<file path="src/rtl/hazard_stall_ctrl_if.sv">
// Signal bundle between the pipeline datapath (master) and the hazard/stall controller (slave).
// state is a read-only debug view of the controller FSM (0 = RUN, 1 = LOAD_STALL, 2 = BUSY).
interface hazard_stall_ctrl_if #(
    parameter int REG_ADDR_W = 5,
    parameter int CNT_W      = 16
);
    logic [REG_ADDR_W-1:0] id_rs;
    logic [REG_ADDR_W-1:0] id_rt;
    logic                  id_uses_rt;
    logic [REG_ADDR_W-1:0] ex_rs;
    logic [REG_ADDR_W-1:0] ex_rt;
    logic                  idex_memread;
    logic [REG_ADDR_W-1:0] idex_rt;
    logic                  muldiv_ex;
    logic                  branch_taken;
    logic                  exmem_regwrite;
    logic [REG_ADDR_W-1:0] exmem_rd;
    logic                  memwb_regwrite;
    logic [REG_ADDR_W-1:0] memwb_rd;

    logic                  pc_write;
    logic                  ifid_write;
    logic                  ifid_flush;
    logic                  idex_write;
    logic                  idex_bubble;
    logic                  exmem_bubble;
    logic [1:0]            forward_a;
    logic [1:0]            forward_b;
    logic [CNT_W-1:0]      stall_cycles;
    logic [1:0]            state;

    modport master (
        output id_rs, id_rt, id_uses_rt, ex_rs, ex_rt, idex_memread, idex_rt,
               muldiv_ex, branch_taken, exmem_regwrite, exmem_rd, memwb_regwrite, memwb_rd,
        input  pc_write, ifid_write, ifid_flush, idex_write, idex_bubble, exmem_bubble,
               forward_a, forward_b, stall_cycles, state
    );

    modport slave (
        input  id_rs, id_rt, id_uses_rt, ex_rs, ex_rt, idex_memread, idex_rt,
               muldiv_ex, branch_taken, exmem_regwrite, exmem_rd, memwb_regwrite, memwb_rd,
        output pc_write, ifid_write, ifid_flush, idex_write, idex_bubble, exmem_bubble,
               forward_a, forward_b, stall_cycles, state
    );
endinterface

</file>
<file path="src/rtl/hazard_stall_ctrl.sv">
// Hazard controller for a 5-stage MIPS pipeline: load-use stall, mult/div front-end hold,
// taken-branch flush, EX operand forwarding selects and a saturating stall-cycle counter.
module hazard_stall_ctrl #(
    parameter int REG_ADDR_W    = 5,
    parameter int MULDIV_CYCLES = 4,
    parameter int CNT_W         = 16
) (
    input logic               clock,
    input logic               reset_n,
    hazard_stall_ctrl_if.slave bus
);
    typedef enum logic [1:0] {
        RUN        = 2'd0,
        LOAD_STALL = 2'd1,
        BUSY       = 2'd2
    } state_t;

    localparam int MD_W = (MULDIV_CYCLES > 2) ? $clog2(MULDIV_CYCLES) : 1;
    localparam logic [MD_W-1:0]       MD_LOAD  = MD_W'(MULDIV_CYCLES - 2);
    localparam logic [REG_ADDR_W-1:0] ZERO_REG = '0;

    state_t           state_q, state_d;
    logic [MD_W-1:0]  mdcnt_q, mdcnt_d;
    logic [CNT_W-1:0] cnt_q;
    logic             lu;
    logic             pc_write_c;

    function automatic logic [1:0] fwd_sel(
        input logic [REG_ADDR_W-1:0] src,
        input logic                  em_we,
        input logic [REG_ADDR_W-1:0] em_rd,
        input logic                  mw_we,
        input logic [REG_ADDR_W-1:0] mw_rd
    );
        if (em_we && em_rd != ZERO_REG && em_rd == src)      return 2'b10;
        else if (mw_we && mw_rd != ZERO_REG && mw_rd == src) return 2'b01;
        else                                                 return 2'b00;
    endfunction

    assign lu = bus.idex_memread && (bus.idex_rt != ZERO_REG) &&
                ((bus.idex_rt == bus.id_rs) || (bus.id_uses_rt && bus.idex_rt == bus.id_rt));

    always_ff @(posedge clock or negedge reset_n) begin
        if (!reset_n) begin
            state_q <= RUN;
            mdcnt_q <= '0;
            cnt_q   <= '0;
        end else begin
            state_q <= state_d;
            mdcnt_q <= mdcnt_d;
            if (!pc_write_c && cnt_q != {CNT_W{1'b1}}) cnt_q <= cnt_q + 1'b1;
        end
    end

    always_comb begin
        state_d          = state_q;
        mdcnt_d          = mdcnt_q;
        pc_write_c       = 1'b1;
        bus.ifid_write   = 1'b1;
        bus.ifid_flush   = 1'b0;
        bus.idex_write   = 1'b1;
        bus.idex_bubble  = 1'b0;
        bus.exmem_bubble = 1'b0;
        case (state_q)
            RUN, LOAD_STALL: begin
                state_d = RUN;
                if (bus.branch_taken) begin
                    bus.ifid_flush  = 1'b1;
                    bus.idex_bubble = 1'b1;
                end else if (bus.muldiv_ex) begin
                    pc_write_c       = 1'b0;
                    bus.ifid_write   = 1'b0;
                    bus.idex_write   = 1'b0;
                    bus.exmem_bubble = 1'b1;
                    mdcnt_d          = MD_LOAD;
                    state_d          = BUSY;
                end else if (lu && state_q == RUN) begin
                    // One bubble per load; the value then comes back via MEM/WB forwarding.
                    pc_write_c      = 1'b0;
                    bus.ifid_write  = 1'b0;
                    bus.idex_bubble = 1'b1;
                    state_d         = LOAD_STALL;
                end
            end
            BUSY: begin
                if (mdcnt_q != '0) begin
                    pc_write_c       = 1'b0;
                    bus.ifid_write   = 1'b0;
                    bus.idex_write   = 1'b0;
                    bus.exmem_bubble = 1'b1;
                    mdcnt_d          = mdcnt_q - 1'b1;
                end else begin
                    state_d = RUN;
                end
            end
            default: state_d = RUN;
        endcase
        // Outputs sit at their pass-through defaults for as long as reset is held.
        if (!reset_n) begin
            pc_write_c       = 1'b1;
            bus.ifid_write   = 1'b1;
            bus.ifid_flush   = 1'b0;
            bus.idex_write   = 1'b1;
            bus.idex_bubble  = 1'b0;
            bus.exmem_bubble = 1'b0;
        end
    end

    always_comb begin
        bus.forward_a = 2'b00;
        bus.forward_b = 2'b00;
        if (reset_n) begin
            bus.forward_a = fwd_sel(bus.ex_rs, bus.exmem_regwrite, bus.exmem_rd,
                                    bus.memwb_regwrite, bus.memwb_rd);
            bus.forward_b = fwd_sel(bus.ex_rt, bus.exmem_regwrite, bus.exmem_rd,
                                    bus.memwb_regwrite, bus.memwb_rd);
        end
    end

    assign bus.pc_write     = pc_write_c;
    assign bus.stall_cycles = cnt_q;
    assign bus.state        = state_q;
endmodule

</file>
<file path="src/flat_wrapper.sv">
// flat-port wrapper written by rule: the top's interface ports become plain ports
module hazard_stall_ctrl_flat 
#(
    parameter int REG_ADDR_W    = 5,
    parameter int MULDIV_CYCLES = 4,
    parameter int CNT_W         = 16
)
  (clock, reset_n, bus_id_rs, bus_id_rt, bus_id_uses_rt, bus_ex_rs, bus_ex_rt, bus_idex_memread, bus_idex_rt, bus_muldiv_ex, bus_branch_taken, bus_exmem_regwrite, bus_exmem_rd, bus_memwb_regwrite, bus_memwb_rd, bus_pc_write, bus_ifid_write, bus_ifid_flush, bus_idex_write, bus_idex_bubble, bus_exmem_bubble, bus_forward_a, bus_forward_b, bus_stall_cycles, bus_state);
  hazard_stall_ctrl_if #(.REG_ADDR_W(REG_ADDR_W), .CNT_W(CNT_W)) bus_i ();
  input logic clock;
  input logic reset_n;
  input wire logic [$bits(bus_i.id_rs)-1:0] bus_id_rs;
  input wire logic [$bits(bus_i.id_rt)-1:0] bus_id_rt;
  input wire logic [$bits(bus_i.id_uses_rt)-1:0] bus_id_uses_rt;
  input wire logic [$bits(bus_i.ex_rs)-1:0] bus_ex_rs;
  input wire logic [$bits(bus_i.ex_rt)-1:0] bus_ex_rt;
  input wire logic [$bits(bus_i.idex_memread)-1:0] bus_idex_memread;
  input wire logic [$bits(bus_i.idex_rt)-1:0] bus_idex_rt;
  input wire logic [$bits(bus_i.muldiv_ex)-1:0] bus_muldiv_ex;
  input wire logic [$bits(bus_i.branch_taken)-1:0] bus_branch_taken;
  input wire logic [$bits(bus_i.exmem_regwrite)-1:0] bus_exmem_regwrite;
  input wire logic [$bits(bus_i.exmem_rd)-1:0] bus_exmem_rd;
  input wire logic [$bits(bus_i.memwb_regwrite)-1:0] bus_memwb_regwrite;
  input wire logic [$bits(bus_i.memwb_rd)-1:0] bus_memwb_rd;
  output wire logic [$bits(bus_i.pc_write)-1:0] bus_pc_write;
  output wire logic [$bits(bus_i.ifid_write)-1:0] bus_ifid_write;
  output wire logic [$bits(bus_i.ifid_flush)-1:0] bus_ifid_flush;
  output wire logic [$bits(bus_i.idex_write)-1:0] bus_idex_write;
  output wire logic [$bits(bus_i.idex_bubble)-1:0] bus_idex_bubble;
  output wire logic [$bits(bus_i.exmem_bubble)-1:0] bus_exmem_bubble;
  output wire logic [$bits(bus_i.forward_a)-1:0] bus_forward_a;
  output wire logic [$bits(bus_i.forward_b)-1:0] bus_forward_b;
  output wire logic [$bits(bus_i.stall_cycles)-1:0] bus_stall_cycles;
  output wire logic [$bits(bus_i.state)-1:0] bus_state;
  assign bus_i.id_rs = bus_id_rs;
  assign bus_i.id_rt = bus_id_rt;
  assign bus_i.id_uses_rt = bus_id_uses_rt;
  assign bus_i.ex_rs = bus_ex_rs;
  assign bus_i.ex_rt = bus_ex_rt;
  assign bus_i.idex_memread = bus_idex_memread;
  assign bus_i.idex_rt = bus_idex_rt;
  assign bus_i.muldiv_ex = bus_muldiv_ex;
  assign bus_i.branch_taken = bus_branch_taken;
  assign bus_i.exmem_regwrite = bus_exmem_regwrite;
  assign bus_i.exmem_rd = bus_exmem_rd;
  assign bus_i.memwb_regwrite = bus_memwb_regwrite;
  assign bus_i.memwb_rd = bus_memwb_rd;
  assign bus_pc_write = bus_i.pc_write;
  assign bus_ifid_write = bus_i.ifid_write;
  assign bus_ifid_flush = bus_i.ifid_flush;
  assign bus_idex_write = bus_i.idex_write;
  assign bus_idex_bubble = bus_i.idex_bubble;
  assign bus_exmem_bubble = bus_i.exmem_bubble;
  assign bus_forward_a = bus_i.forward_a;
  assign bus_forward_b = bus_i.forward_b;
  assign bus_stall_cycles = bus_i.stall_cycles;
  assign bus_state = bus_i.state;
  hazard_stall_ctrl #(.REG_ADDR_W(REG_ADDR_W), .MULDIV_CYCLES(MULDIV_CYCLES), .CNT_W(CNT_W)) u_core (.clock(clock), .reset_n(reset_n), .bus(bus_i));
endmodule
</file>
<file path="config.mk">
export PLATFORM = sky130hd
export DESIGN_NAME = hazard_stall_ctrl_flat
export DESIGN_NICKNAME = d
export VERILOG_FILES = /design/src/rtl/hazard_stall_ctrl_if.sv /design/src/rtl/hazard_stall_ctrl.sv /design/src/flat_wrapper.sv
export SDC_FILE = /design/constraint.sdc
export NUM_CORES = 1
export LEC_CHECK = 0
export BUFFER_PORTS_ARGS = -buffer_cell sky130_fd_sc_hd__buf_2
export CAP_MARGIN = 15
export CORE_MARGIN = 8
export CORE_UTILIZATION = 37
export CTS_BUF_LIST = sky130_fd_sc_hd__clkbuf_8 sky130_fd_sc_hd__clkbuf_16
export DETAILED_ROUTE_END_ITERATION = 8
export GPL_TIMING_DRIVEN = 0
export PLACE_DENSITY = 0.7
export SYNTH_ARGS = -nofsm -noshare
export SYNTH_HDL_FRONTEND = slang
export SYNTH_SLANG_ARGS = --single-unit
</file>
<file path="constraint.sdc">
create_clock -name clock -period 1.6 [get_ports clock]
set_input_delay 0 -clock clock [delete_from_list [all_inputs] [get_ports clock]]
set_output_delay 0 -clock clock [all_outputs]
set_load 0.01 [all_outputs]
</file>
==> results of run 1 <==
[timing repair]
item | CTS | global route
hold buffers | 3 | 0
hold endpoints to repair | 21 | 0
setup endpoints to repair | 20 | 21
resized for setup | 8 | 3
cloned | 0 | 0
pin swaps | 5 | 4
setup buffers | 7 | 3
[worst max path at each step]
stage | startpoint | to | slack (ps)
finish | u_core.mdcnt_q[0]$_DFFE_PN0P_ | u_core.bus.stall_cycles[13]$_DFFE_PN0P_ | -170
global route | u_core.mdcnt_q[0]$_DFFE_PN0P_ | u_core.bus.stall_cycles[13]$_DFFE_PN0P_ | -290
CTS | u_core.mdcnt_q[0]$_DFFE_PN0P_ | u_core.bus.stall_cycles[10]$_DFFE_PN0P_ | -170
detailed placement | u_core.mdcnt_q[0]$_DFFE_PN0P_ | u_core.bus.stall_cycles[10]$_DFFE_PN0P_ | -270
global placement | u_core.mdcnt_q[1]$_DFFE_PN0P_ | u_core.bus.stall_cycles[10]$_DFFE_PN0P_ | -240
floorplan | u_core.mdcnt_q[1]$_DFFE_PN0P_ | u_core.bus.stall_cycles[10]$_DFFE_PN0P_ | -90
[kinds of logic after synthesis]
logic type      Yosys count  share of synthesized area (%)
simple gates             62                          24.18
xor+xnor                 45                          28.10
flops                    20                          35.68
compound gates           12                          7.315
buf+inv                   5                          2.141
fa+ha+maj                 2                          1.784
mux                       1                         0.8028
[layout by cell type, fill, tap and decap left out, drive strengths merged, types with 3 or more instances in the layout]
cell type     n
buf          82
nor4          6
clkbuf        4
inv           3
nor2         11
or4           5
and2          4
dfrtp        20
xor2         15
nand2        10
o21ai         3
dlygate4sd3   3
nand4         8
nand3        11
xnor2        30
[metrics by stage]
step                util [%]  cells
floorplan                  -    147
global placement       50.03    265
global route           55.88    282
CTS                    54.78    279
finish                 55.88    282
detailed placement     50.03    265
[sequential cells by signal, summed over array words and instances (netlist names)]
name                     flops
u_core.mdcnt_q               2
u_core.bus.stall_cycles     16
u_core.bus.state             2
[layout make-up]
cell class | count | share of cell area (%)
sequential | 20 | 24.59
timing repair buffer | 83 | 22.87
buffer | 2 | 1.284
tap | 48 | 2.936
clock buffer | 4 | 2.691
multi-input combinational | 122 | 45.08
inverter | 3 | 0.5505
[critical path, delay by kind of cell (launching register included)]
family                   cells  cell delay [ps]
AO/OA/AOI/OAI                3              500
XOR/XNOR                     1              150
adder cells (fa/ha/maj)      1              160
buffers and inverters        2              200
flip-flops                   1              350
AND/OR/NAND/NOR              2              310
[per-layer routing]
layer / vias up / routed length (um) / GRT usage [%]
met1: 632 / 1726 / 15.50
met3: 8 / 294 / 4.032
met5: - / 0 / 0
li1: 686 / - / -
met2: 51 / 1992 / 22.49
met4: 0 / 89 / 6.038
[power breakdown]
| part | switching, W | internal [W] | leakage, nW |
|---|---|---|---|
| clock | 0.000177 | 0.000220 | 0.0288 |
| sequential | 0.000123 | 0.000607 | 0.262 |
| combinational | 0.000474 | 0.000534 | 0.674 |
==> out/qor.txt, run 1 <==
status -> complete, but fails checks
failing checks -> negative setup slack
Inserted Clock Buffers -> 3
DR iter-0 viols -> 15
HPWL Detailed -> 3.158 mm
most frequent cell after synthesis -> xnor2_1
max cap viols -> 0
Syn. warnings -> 0
vias in the first global route -> 1402
# rows -> 22
Hold EP -> u_core.bus.state[0]$_DFFE_PN0P_
CP arrival -> 1930 ps
Reg-to-Reg End -> u_core.bus.stall_cycles[13]$_DFFE_PN0P_
Pwr Density -> 1043 mW/mm^2
Peak supply drop -> 692.9 uV
setup slack, reg-to-reg -> -170 ps
Placed Area -> 0.001832 mm^2
core area -> 0.003661 mm^2
share of post-route cells with drive strength above 1 -> 43.59%
antenna violations before repair -> 0
synthesized cell area -> 0.001403 mm^2
final critical-path share of the clock period -> 110.7%
Pleak -> 0.9648 nW
#FFs+latches synth -> 20
gp weighted congestion -> 0.8787
FMAX -> 0.5648 GHz
Die H -> 77.57 um
setup TNS -> -2046 ps
global route overflow -> 0
crit-path cells -> inv_2, ha_4, nor3b_4, o21ai_2, a211oi_2, o31a_4, buf_8, nand3_1, xnor2_1
dpl ws -> -272.8 ps
Hold Crit Depth -> 4
global-route wire length before repair -> 6.796 mm
CTS tree -> done
Max Buffers Root-to-Sink -> 2
Final WS setup -> -170.5 ps
Worst Clk Skew -> 2.945 ps
WL/cell -> 14.55 um
WHS -> 151.2 ps
GRT Resource Usage Total -> 13.46%
Fin. Hold Viols -> 0
max_slew headroom -> 41.50%
startpoint types -> flip-flop
antenna cells -> 0
Initial Util -> 38.31%
fin. max-slew vios -> 0
number of synthesized flops with an enable pin -> 0
Hold Crit Start -> bus_idex_memread
Setup CP Type -> flip-flop to flip-flop
Multi-input gate area -> 922.1 um^2
total power draw -> 0.002135 W
clock tree sinks -> 20
Synth Flop Type -> dfrtp_1
Post-Route WL -> 4.102 mm
register area share after synthesis -> 35.68%
R2R Path Start -> u_core.mdcnt_q[0]$_DFFE_PN0P_
slowest stage cell, crit path -> dfrtp_1
worst-skew pair later-pin latency -> 270 ps
vias -> 1377
Die Width -> 77.57 um
Mapped Cells -> 147
Worst Setup End Kind -> flip-flop
Antenna Violating Nets Remaining -> 0
post-DR vias/cell -> 4.883
Die Footprint -> 0.006017 mm^2
Yosys cell types -> 31
fin area -> 0.002046 mm^2
Fill cells -> 360
clk slew on worst S/H paths -> 70 ps
Register Area -> 503.0 um^2
largest net degree at the start of global routing -> 21
port bufs -> 70
worst r2r path cells -> 9
Post-route DRC -> 0
syn_area_per_cell -> 9.541 um^2
RSZ-0062 raised after global routing -> yes
top cells by area, synth -> dfrtp_1 (36%), xnor2_1 (19%), xor2_1 (9.4%), nand3_1 (3.9%), nand4_1 (3.6%)
Synth top cells by count -> xnor2_1 (30), dfrtp_1 (20), xor2_1 (15), nand3_1 (11), nor2_1 (11)
Yosys top cell area share -> 35.68%
CP max FO -> 10
area grow syn2layout -> 45.85%
CTS root buffer -> clkbuf_8
largest area contributor in the netlist -> dfrtp_1
CP peak stage delay -> 350 ps
Hold WC Path Type -> primary input to flip-flop
htree depth -> 1
Final setup violation count -> 20
Worst Path Required -> 1760 ps
drt pass-1 iters -> 4
measured slew at the worst slew-check pin -> 874.6 ps
Post-Syn Nets -> 192
NumNets Final -> 280
ys async rst share -> 100.0%
# IOs -> 71
final worst path period need -> 1771 ps
Power figures use the tool's default switching activity.
==> inputs of run 2 (changes only) <==
--- a/config.mk
+++ b/config.mk
@@ -12,7 +12,7 @@
 export CTS_BUF_LIST = sky130_fd_sc_hd__clkbuf_8 sky130_fd_sc_hd__clkbuf_16
 export DETAILED_ROUTE_END_ITERATION = 8
 export GPL_TIMING_DRIVEN = 0
-export PLACE_DENSITY = 0.7
+export PLACE_DENSITY = 0.74
 export SYNTH_ARGS = -nofsm -noshare
 export SYNTH_HDL_FRONTEND = slang
 export SYNTH_SLANG_ARGS = --single-unit
==> run 2 against run 1 <==
  * The run still ends with negative setup slack left
  * Via count decreased by 1.5%
  * Global-route usage decreased by 0.94 points
  * Worst hold slack improved by 12 ps
  * Sequential share of layout area is essentially flat
  * Worst setup slack improved by 42 ps
  * Wire length is 5.7% lower
  * Register-to-register slack improved by 40 ps
  * Non-clock buffer count down 1
  * Total power is 0.33% higher
  * Clock-buffer cell count is the same
  * Critical endpoint is now u_core.bus.stall_cycles[9]$_DFFE_PN0P_
  * Largest cell class unchanged
==> out/qor.txt, run 2 (synthesized netlist as in run 1, its figures left out) <==
antenna cells -> 0 (unchanged)
max_slew headroom -> 40.00% (-1.5 points)
CTS tree -> done
Worst Setup End Kind -> flip-flop
GR peak layer -> met2
Inserted Clock Buffers -> 3 (unchanged)
worst r2r path cells -> 9 (unchanged)
grt met1 use -> 13.87% (-1.6 points)
met2 usage -> 22.24% (-0.25 points)
RSZ-0062 raised after global routing -> yes
# IOs -> 71 (unchanged)
commonest cells after routing, fill and taps aside -> buf_2 (67), xnor2_1 (30), dfrtp_1 (18)
CTS root buffer -> clkbuf_8
NumNets Final -> 279 (-0.36%)
status -> complete, but fails checks
utilization after layout -> 55.78% (-0.10 points)
Placed Area -> 0.001832 mm^2 (unchanged)
HPWL Detailed -> 3.076 mm (-2.6%)
Final setup violation count -> 18 (-10%)
Fin. Hold Viols -> 0 (unchanged)
gp weighted congestion -> 0.9005 (+2.5%)
max cap viols -> 0 (unchanged)
Max Buffers Root-to-Sink -> 2 (unchanged)
clock tree sinks -> 20 (unchanged)
Worst Clk Skew -> 4.631 ps (+1.686 ps)
Hold WC Path Type -> primary input to flip-flop
setup slack, reg-to-reg -> -130 ps (+40 ps)
port bufs -> 70 (unchanged)
core area -> 0.003661 mm^2 (unchanged)
WL/cell -> 13.76 um (-5.4%)
CP arrival -> 1870 ps (-60 ps)
vias -> 1357 (-1.5%)
final critical-path share of the clock period -> 108.0% (-2.7 points)
vias in the first global route -> 1402 (unchanged)
Pleak -> 0.9428 nW (-2.3%)
failing checks -> negative setup slack
Die H -> 77.57 um (unchanged)
area grow syn2layout -> 45.58%
Post-Route WL -> 3.867 mm (-5.7%)
largest net degree at the start of global routing -> 21 (unchanged)
CP startpoint -> u_core.mdcnt_q[1]$_DFFE_PN0P_
global-route wire length before repair -> 6.389 mm (-6.0%)
Post-route DRC -> 0 (unchanged)
max FFs per register -> 16 (unchanged)
Reg-to-Reg End -> u_core.bus.stall_cycles[9]$_DFFE_PN0P_
drt pass-1 iters -> 4 (unchanged)
Final WS setup -> -128.1 ps (+42.43 ps)
total power draw -> 0.002142 W (+0.33%)
Pwr Density -> 1049 mW/mm^2 (+0.52%)
CP max FO -> 7 (-3)
startpoint types -> flip-flop
Worst Path Required -> 1740 ps (-20 ps)
Setup CP Type -> flip-flop to flip-flop
met3 global-route usage -> 4.608% (+0.58 points)
share of post-route cells with drive strength above 1 -> 45.06% (+1.5 points)
# rows -> 22 (unchanged)
measured slew at the worst slew-check pin -> 897.1 ps (+22.46 ps)
fin area -> 0.002042 mm^2 (-0.18%)
clk slew on worst S/H paths -> 70 ps (about the same)
Die Footprint -> 0.006017 mm^2 (unchanged)
global route overflow -> 0 (unchanged)
Peak supply drop -> 627.7 uV (-9.4%)
most common cell after layout, fill and taps aside -> buf_2
post-DR vias/cell -> 4.829 (-1.1%)
Die Width -> 77.57 um (unchanged)
final worst path period need -> 1728 ps (-42.43 ps)
R2R Path Start -> u_core.mdcnt_q[1]$_DFFE_PN0P_
Antenna Violating Nets Remaining -> 0 (unchanged)
htree depth -> 1 (unchanged)
GRT Resource Usage Total -> 12.52% (-0.94 points)
DR iter-0 viols -> 26 (+11)
fin. max-slew vios -> 0 (unchanged)
worst-skew pair later-pin latency -> 250 ps (-20 ps)
CP Capture Point -> u_core.bus.stall_cycles[9]$_DFFE_PN0P_
FMAX -> 0.5787 GHz (+2.5%)
Initial Util -> 38.31% (unchanged)
antenna violations before repair -> 0 (unchanged)
-- run 2: through the flow --
stage,cells,setup slack (ps),setup TNS (ps),hold slack [ps]
global placement,265,-245.2,-2783,6.717
CTS,278,-143.9,-1920,165.8
floorplan,147,-85.54,-582.2,-295.6
global route,281,-239.3,-3432,187.6
detailed placement,265,-265.6,-3149,7.912
finish,281,-128.1,-1613,163.6
-- run 2: worst min-delay path by stage --
stage / startpoint / to / slack [ps] / cells past startpoint
finish: bus_idex_memread / u_core.bus.state[0]$_DFFE_PN0P_ / 160 / 4
global route: bus_idex_memread / u_core.bus.state[0]$_DFFE_PN0P_ / 190 / 4
floorplan: reset_n / u_core.bus.stall_cycles[0]$_DFFE_PN0P_ / -300 / 0
detailed placement: reset_n / u_core.bus.stall_cycles[14]$_DFFE_PN0P_ / 8 / 1
CTS: bus_idex_memread / u_core.bus.state[0]$_DFFE_PN0P_ / 170 / 4
global placement: reset_n / u_core.bus.stall_cycles[14]$_DFFE_PN0P_ / 7 / 1
-- run 2: worst max-delay path, cell delays in order (launching register included) --
cell and delay (ps):
dfrtp_1 360, inv_2 50, ha_4 150, nor3b_4 190, o21ai_2 100, a211oi_2 170
o31a_4 240, buf_6 120, nand4_1 100, xnor2_1 140
-- run 2: cell type report --
class                           count  area, um^2
Clock buffer                        4       55.05
Tap cell                           48       60.06
Buffer                              2       18.77
Fill cell                         319        1619
Sequential cell                    20       503.0
Multi-Input combinational cell    122       923.4
Inverter                            3       11.26
Timing Repair Buffer               82       470.5
-- run 2: power by group --
| part | switching [W] | internal, W |
|---|---|---|
| registers | 0.000107 | 0.000605 |
| logic | 0.000496 | 0.000562 |
| clock network | 0.000153 | 0.000218 |
| total | 0.000756 | 0.00139 |
-- run 2: what timing repair did --
action | CTS | global route
pin swaps | 10 | 7
gates cloned | 1 | 0
hold buffers | 3 | 0
endpoints found under the setup margin | 20 | 19
gates resized for setup | 1 | 16
buffers inserted | 5 | 3
hold endpoints to repair | 21 | 0
-- run 2: routing by layer --
metal / part of all wire (%) / vias to the layer above
met2: 50 / 38
li1: - / 681
met5: 0 / -
met1: 42 / 636
met3: 8.1 / 2
met4: 0.41 / 0
